`src/rtl/dmem_arb_pkg.sv`:
```
// dmem_arb_pkg: shared types and helpers for the data-memory arbiter.
// Holds the dump FSM state encoding, the read-return tag and clogb2.
package dmem_arb_pkg;

   typedef enum logic [2:0] {
      IDLE = 3'd0,
      RD   = 3'd1,
      CAP  = 3'd2,
      HOLD = 3'd3,
      DONE = 3'd4
   } dump_state_t;

   typedef enum logic [1:0] {
      NONE = 2'd0,
      CPU  = 2'd1,
      DBG  = 2'd2,
      DUMP = 2'd3
   } rtag_t;

   // Number of bits needed to represent 'depth' (clogb2(255) = 8).
   function automatic int clogb2(input int depth);
      int d;
      int n;
      d = depth;
      n = 0;
      while (d > 0) begin
         d = d >> 1;
         n = n + 1;
      end
      return n;
   endfunction

endpackage

```
`src/rtl/dmem_dump_seq.sv`:
```
// dmem_dump_seq: walks the whole memory one word at a time and presents
// each word on a valid/ready output. Built only with DMEM_ARB_DUMP_EN.
// Output handshake: a word transfers on a cycle where o_valid and i_ready
// are both 1; o_dump_addr/o_dump_data hold steady while o_valid && !i_ready.
module dmem_dump_seq
   import dmem_arb_pkg::*;
#(
   parameter int LEN_DATA  = 32,
   parameter int RAM_DEPTH = 256,
   parameter int ADDR_W    = 8
) (
   input  logic                i_clk,
   input  logic                i_rst_n,
   input  logic                i_start,
   input  logic                i_gnt,
   input  logic                i_rvalid,
   input  logic [LEN_DATA-1:0] i_rdata,
   input  logic                i_ready,
   output logic                o_req,
   output logic [ADDR_W-1:0]   o_addr,
   output logic                o_busy,
   output logic                o_valid,
   output logic [ADDR_W-1:0]   o_dump_addr,
   output logic [LEN_DATA-1:0] o_dump_data,
   output logic                o_done,
   output logic [2:0]          o_state
);

   localparam logic [ADDR_W-1:0] LAST_PTR = ADDR_W'(RAM_DEPTH - 1);

   dump_state_t         r_state;
   dump_state_t         w_next;
   logic [ADDR_W-1:0]   r_ptr;
   logic [ADDR_W-1:0]   r_dump_addr;
   logic [LEN_DATA-1:0] r_dump_data;

   // Next-state logic: RD waits for the arbiter, CAP for the returned word.
   always_comb begin
      w_next = r_state;
      case (r_state)
         IDLE:    if (i_start) w_next = RD;
         RD:      if (i_gnt) w_next = CAP;
         CAP:     if (i_rvalid) w_next = HOLD;
         HOLD:    if (i_ready) w_next = (r_ptr == LAST_PTR) ? DONE : RD;
         DONE:    w_next = IDLE;
         default: w_next = IDLE;
      endcase
   end

   // State register.
   always_ff @(posedge i_clk or negedge i_rst_n) begin
      if (!i_rst_n) r_state <= IDLE;
      else          r_state <= w_next;
   end

   // Word pointer: cleared on start, advanced after each accepted word, never wraps.
   always_ff @(posedge i_clk or negedge i_rst_n) begin
      if (!i_rst_n)
         r_ptr <= '0;
      else if (r_state == IDLE && i_start)
         r_ptr <= '0;
      else if (r_state == HOLD && i_ready && r_ptr != LAST_PTR)
         r_ptr <= r_ptr + 1'b1;
   end

   // Capture the returned word and its address; held until the next capture.
   always_ff @(posedge i_clk or negedge i_rst_n) begin
      if (!i_rst_n) begin
         r_dump_addr <= '0;
         r_dump_data <= '0;
      end else if (r_state == CAP && i_rvalid) begin
         r_dump_addr <= r_ptr;
         r_dump_data <= i_rdata;
      end
   end

   assign o_req       = (r_state == RD);
   assign o_addr      = r_ptr;
   assign o_busy      = (r_state != IDLE);
   assign o_valid     = (r_state == HOLD);
   assign o_done      = (r_state == DONE);
   assign o_dump_addr = r_dump_addr;
   assign o_dump_data = r_dump_data;
   assign o_state     = r_state;

endmodule

```
`src/rtl/dmem_arbiter.sv`:
```
// dmem_arbiter: shares the single data-memory port between the CPU MEM
// stage and the DBG class (debug port, or the dump sequencer while a dump
// runs). CPU has priority until DBG has been denied MAX_WAIT cycles in a
// row. Define DMEM_ARB_DUMP_EN to build the dump sequencer and its ports.
// Request/grant: *_gnt is combinational and means the access happens in
// this cycle; a granted read returns *_rvalid/*_rdata the next cycle.
module dmem_arbiter
   import dmem_arb_pkg::*;
#(
   parameter int LEN_DATA  = 32,
   parameter int RAM_DEPTH = 256,
   parameter int MAX_WAIT  = 4,
   localparam int ADDR_W   = clogb2(RAM_DEPTH - 1)
) (
   input  logic                clk,
   input  logic                reset,
   input  logic                cpu_req,
   input  logic                cpu_wr,
   input  logic [ADDR_W-1:0]   cpu_addr,
   input  logic [LEN_DATA-1:0] cpu_wdata,
   output logic                cpu_gnt,
   output logic                cpu_rvalid,
   output logic [LEN_DATA-1:0] cpu_rdata,
   input  logic                dbg_req,
   input  logic                dbg_wr,
   input  logic [ADDR_W-1:0]   dbg_addr,
   input  logic [LEN_DATA-1:0] dbg_wdata,
   output logic                dbg_gnt,
   output logic                dbg_rvalid,
   output logic [LEN_DATA-1:0] dbg_rdata,
`ifdef DMEM_ARB_DUMP_EN
   input  logic                dump_start,
   output logic                dump_busy,
   output logic                dump_valid,
   input  logic                dump_ready,
   output logic [ADDR_W-1:0]   dump_addr,
   output logic [LEN_DATA-1:0] dump_data,
   output logic                dump_done,
   output logic [2:0]          dump_state,
`endif
   output logic [ADDR_W-1:0]   mem_addr,
   output logic [LEN_DATA-1:0] mem_wdata,
   output logic                mem_wr,
   output logic                mem_rd,
   input  logic [LEN_DATA-1:0] mem_rdata
);

   localparam logic [3:0] W_MAX = 4'(MAX_WAIT);

   logic                w_busy;
   logic                w_seq_req;
   logic [ADDR_W-1:0]   w_seq_addr;
   logic                w_dbg_cls_req;
   logic                w_dbg_cls_wr;
   logic [ADDR_W-1:0]   w_dbg_cls_addr;
   logic [LEN_DATA-1:0] w_dbg_cls_wdata;
   logic                w_force;
   logic                w_cpu_win;
   logic                w_dbg_win;
   logic [3:0]          r_starve;
   rtag_t               r_rtag;
   rtag_t               w_rtag_next;
   logic [ADDR_W-1:0]   r_addr;
   logic [LEN_DATA-1:0] r_wdata;

`ifdef DMEM_ARB_DUMP_EN
   logic w_seq_gnt;
   logic w_seq_rvalid;

   assign w_seq_gnt    = w_dbg_win & w_busy;
   assign w_seq_rvalid = (r_rtag == DUMP);

   dmem_dump_seq #(
      .LEN_DATA  (LEN_DATA),
      .RAM_DEPTH (RAM_DEPTH),
      .ADDR_W    (ADDR_W)
   ) u_dump_seq (
      .i_clk       (clk),
      .i_rst_n     (reset),
      .i_start     (dump_start),
      .i_gnt       (w_seq_gnt),
      .i_rvalid    (w_seq_rvalid),
      .i_rdata     (mem_rdata),
      .i_ready     (dump_ready),
      .o_req       (w_seq_req),
      .o_addr      (w_seq_addr),
      .o_busy      (w_busy),
      .o_valid     (dump_valid),
      .o_dump_addr (dump_addr),
      .o_dump_data (dump_data),
      .o_done      (dump_done),
      .o_state     (dump_state)
   );

   assign dump_busy = w_busy;
`else
   assign w_busy     = 1'b0;
   assign w_seq_req  = 1'b0;
   assign w_seq_addr = '0;
`endif

   // DBG class: the sequencer owns it during a dump (reads only); the DBG port waits.
   assign w_dbg_cls_req   = w_busy ? w_seq_req  : dbg_req;
   assign w_dbg_cls_wr    = w_busy ? 1'b0       : dbg_wr;
   assign w_dbg_cls_addr  = w_busy ? w_seq_addr : dbg_addr;
   assign w_dbg_cls_wdata = w_busy ? '0         : dbg_wdata;

   // Grants are held off while reset is asserted so every output reads 0.
   assign w_force   = (r_starve == W_MAX) & w_dbg_cls_req;
   assign w_cpu_win = reset & cpu_req & ~w_force;
   assign w_dbg_win = reset & w_dbg_cls_req & ~w_cpu_win;

   assign cpu_gnt = w_cpu_win;
   assign dbg_gnt = w_dbg_win & ~w_busy;

   assign mem_wr    = w_cpu_win ? cpu_wr    : (w_dbg_win ? w_dbg_cls_wr  : 1'b0);
   assign mem_rd    = w_cpu_win ? ~cpu_wr   : (w_dbg_win ? ~w_dbg_cls_wr : 1'b0);
   assign mem_addr  = w_cpu_win ? cpu_addr  : (w_dbg_win ? w_dbg_cls_addr  : r_addr);
   assign mem_wdata = w_cpu_win ? cpu_wdata : (w_dbg_win ? w_dbg_cls_wdata : r_wdata);

   // Hold the last driven address/data so the memory bus stays quiet when idle.
   always_ff @(posedge clk or negedge reset) begin
      if (!reset) begin
         r_addr  <= '0;
         r_wdata <= '0;
      end else begin
         r_addr  <= mem_addr;
         r_wdata <= mem_wdata;
      end
   end

   // Starvation counter: counts consecutive DBG denials, saturating at MAX_WAIT.
   always_ff @(posedge clk or negedge reset) begin
      if (!reset)
         r_starve <= '0;
      else if (w_dbg_cls_req && !w_dbg_win) begin
         if (r_starve != W_MAX) r_starve <= r_starve + 4'd1;
      end else
         r_starve <= '0;
   end

   // Tag the read granted this cycle so next cycle's data goes to its owner.
   always_comb begin
      w_rtag_next = NONE;
      if (w_cpu_win && !cpu_wr)
         w_rtag_next = CPU;
      else if (w_dbg_win && !w_dbg_cls_wr)
         w_rtag_next = w_busy ? DUMP : DBG;
   end

   // Read-return tag register.
   always_ff @(posedge clk or negedge reset) begin
      if (!reset) r_rtag <= NONE;
      else        r_rtag <= w_rtag_next;
   end

   assign cpu_rvalid = (r_rtag == CPU);
   assign dbg_rvalid = (r_rtag == DBG);
   assign cpu_rdata  = cpu_rvalid ? mem_rdata : '0;
   assign dbg_rdata  = dbg_rvalid ? mem_rdata : '0;

endmodule

```
`config.mk`:
```
export PLATFORM = sky130hd
export DESIGN_NAME = dmem_arbiter
export DESIGN_NICKNAME = d
export VERILOG_FILES = /design/src/rtl/dmem_arb_pkg.sv /design/src/rtl/dmem_dump_seq.sv /design/src/rtl/dmem_arbiter.sv
export SDC_FILE = /design/constraint.sdc
export NUM_CORES = 1
export LEC_CHECK = 0
export ABC_AREA = 1
export BUFFER_PORTS_ARGS = -buffer_cell sky130_fd_sc_hd__clkbuf_2
export CORE_MARGIN = 10
export CORE_UTILIZATION = 26
export DETAILED_ROUTE_END_ITERATION = 10
export SETUP_SLACK_MARGIN = 0.5
export SYNTH_ARGS = -nofsm -noshare
export SYNTH_HDL_FRONTEND = slang
export SYNTH_SLANG_ARGS = --single-unit
```
`constraint.sdc`:
```
create_clock -name clk -period 2.4 [get_ports clk]
set_input_delay 0.72 -clock clk [delete_from_list [all_inputs] [get_ports clk]]
set_output_delay 0.72 -clock clk [all_outputs]
set_load 0.02 [all_outputs]
```
==> run_results.csv <==
group,metric,value,unit
setup_path,worst_setup_path_end_kind,"output pin",
sta,slew_headroom,0.783,
cts,cts.clk_slew.worst_paths,70,ps
sta,rsz0062_at_grt,"yes",
cts,cts_tree,"yes",
yosys,synth_edf_count,0,
grt,grt_use_total,0.196,
yosys,synth.top_cell.area_share,0.387,
power_and_ir_drop,p_leak,0.00423,µW
yosys,ys_warn_count,0,
cts,clk_latency,290,ps
layout,fin_area,7940,µm²
yosys,synth_common_cells,"nand2_1 (234), inv_1 (85), nor2_1 (68)",
grt,grt_overflow_total,0,
yosys,postSynthAreaPerCell,6.05,µm²
worst_hold_path,hp-class,"in2async",
cts,htreeDepth,2,
yosys,mappedNetlistArea,2970,µm²
placed_design,dp_slack,-61.0,ps
grt,grt_pass1_vias,4759,
drt,ant_nets,0,
layout,areaGrowthSynthToFinish,167,%
cts,cts_num_sinks,46,
drt,wl_per_cell,18.3,µm
sta,max_freq,397,MHz
sta,tightestPinTransition,326,ps
sta,hold_violations,0,
placed_design,dp_hpwl,9920,µm
sta,setup_violations,41,
yosys,synth_ff_type,"dfrtp_1",
setup_path,cp_data_required_time,1680,ps
yosys,ys_ff_latch,46,
sta,slew_viol_final,0,
grt,grt_pass1_wl,25900,µm
cts,cts_root_buf,"clkbuf_16",
setup_path,crit_start,"r_starve[0]$_DFFE_PN0P_",
setup_path,crit_arrival,1800,ps
power_and_ir_drop,worst_ir_drop_vdd,0.000316,V
setup_path,startpoint_type,"flop",
drt,routed_via_density,4.53,
yosys,syn-num-nets,611,
layout,finalNetCount,943,
run_status,status,"finished with violations",
setup_path,worst-path-max-fanout,7,
floorplanning,die_h,127,µm
run,maxCapViolations,0,
yosys,synthArstFlopShare,1.00,
grt,antenna_found_initial,0,
yosys,synth.area.top_cells,"dfrtp_1 (39%), nand2_1 (30%), inv_1 (11%), nor2_1 (8.6%), nand3b_1 (5.3%)",
drt,dr.pass1.iters,5,
sta,fin_crit_sh,1.05,
sta,final.min_clock_period,2520,ps
cts,cts_buffers,5,
placed_design,place.gp.congestion,0.772,
floorplanning,rows,38,
run_status,violations,"setup timing",
grt,grt_max_degree,26,
yosys,yosysMostFrequentCell,"nand2_1",
yosys,synth_cell_type_count,17,
floorplanning,start_util,0.270,
floorplanning,core,11000,µm²
floorplanning,dieArea,16100,µm²
yosys,ys_seq_area_frac,0.387,
yosys,synth.largest_area_cell,"dfrtp_1",
power_and_ir_drop,p_total,3320,µW
yosys,syn_inst,491,
setup_path,rr_startpoint,"r_starve[0]$_DFFE_PN0P_",
power_and_ir_drop,power.density,419,nW/µm²
layout,diodes,0,
floorplanning,boundaryPins,228,
placed_design,port-buffer-count,227,
setup_path,worst-setup-path-type,"reg2out",
drt,wirelength,17600,µm
cts,clk_path_buf_depth,2,
floorplanning,dieWidth,127,µm
sta,fin_ws,-120,ps
placed_design,dpl_cell_area,4930,µm²
drt,drt_iter0_drc,207,
drt,vias,4368,
layout,drive_gt1_frac,0.661,
sta,fin_skew,7.89,ps
drt,drc_errors,0,
layout,fillers,718,
-- path summary, 6_finish.rpt --
check / end / slack (ps) / cells past startpoint
max: mem_wdata[22] / -120 / 11
min in group clk: r_starve[3]$_DFFE_PN0P_ / 550 / 2
max reg2reg: r_wdata[12]$_DFF_PN0_ / 90 / 18
min reg2reg: r_starve[3]$_DFFE_PN0P_ / 550 / 2
min: r_addr[4]$_DFF_PN0_ / 440 / 2
max in group asynchronous: r_wdata[26]$_DFF_PN0_ / 1590 / 3
-- sequential cells by signal, summed over array words and instances, names as in the netlist --
| name | count |
|---|---|
| r_wdata | 32 |
| r_starve | 4 |
| r_rtag | 2 |
| r_addr | 8 |
-- final cells by class --
class                   instances  area [µm²]  share of cell area
repair buffers                349        3750               0.472
well taps                     140         175              0.0221
inverters                      87         349              0.0440
multi-input cells             334        2360               0.298
flip-flops and latches         46        1150               0.145
clock buffers                   5         125              0.0158
clock inverters                 3        23.8             0.00300
-- cell families (layout without fill, tap and decap cells) --
| logic type | count (synthesis) | count (layout) | share of synthesized area |
|---|---|---|---|
| flip-flops | 46 | 46 | 0.387 |
| buffers and inverters | 111 | 444 | 0.149 |
| adder cells (fa/ha/maj) | 2 | 2 | 0.00842 |
| AO/OA/AOI/OAI | 4 | 4 | 0.00884 |
| AND/OR/NAND/NOR | 327 | 327 | 0.444 |
| XOR/XNOR | 1 | 1 | 0.00295 |
-- layer usage --
| metal | vias up | track usage | wire length (µm) |
|---|---|---|---|
| met3 | 30 | 0.0662 | 1470 |
| met2 | 208 | 0.364 | 9530 |
| li1 | 2074 | - | - |
| met4 | 0 | 0.0610 | 420 |
| met5 | - | 0 | 0 |
| met1 | 2056 | 0.202 | 6210 |
-- placed cells by master, fill, tap and decap left out, types with 3 or more instances in the layout --
cell type and count:
buf_4 66, nand2_1 144, nand2_8 3, buf_8 101, inv_2 24, nand3b_1 21, nor2_4 66, buf_16 12
clkbuf_16 7, clkbuf_2 114, dfrtp_1 45, clkbuf_8 7, nand2_2 48, inv_1 59, buf_12 18, nand2_4 40
buf_6 29
-- critical path: stages, from the launching register on --
cell and delay (ps):
dfrtp_1 400, inv_2 80, ha_4 150, nand4_4 90
nand2_4 120, buf_6 100, buf_6 110, buf_12 150
nand2_4 50, nand2_2 70, inv_2 50, buf_8 120
-- repair_timing --
item | in CTS | in global routing
hold buffers | 0 | 0
gates cloned | 12 | 1
setup buffers | 55 | 16
endpoints found under the setup margin | 109 | 112
pin swaps | 17 | 21
resized for setup | 391 | 166
-- metrics by stage --
| step | util | std cells | setup TNS (ps) | hold WS, ps |
|---|---|---|---|---|
| finish | 0.719 | 964 | -2780 | 443 |
| global route | 0.719 | 964 | -6070 | 466 |
| floorplan | - | 491 | 0 | 424 |
| global placement | 0.447 | 872 | -1090 | 526 |
| detailed placement | 0.447 | 872 | -1570 | 539 |
| CTS | 0.671 | 947 | -1250 | 455 |
-- power by group --
group          total [µW]  internal (µW)  switching, µW  leakage, µW
clock network         715            390            325    0.0000664
logic                1710            894            819      0.00360
registers             895            867           28.6     0.000558
total                3320           2150           1170      0.00423
Power figures use the tool's default switching activity.
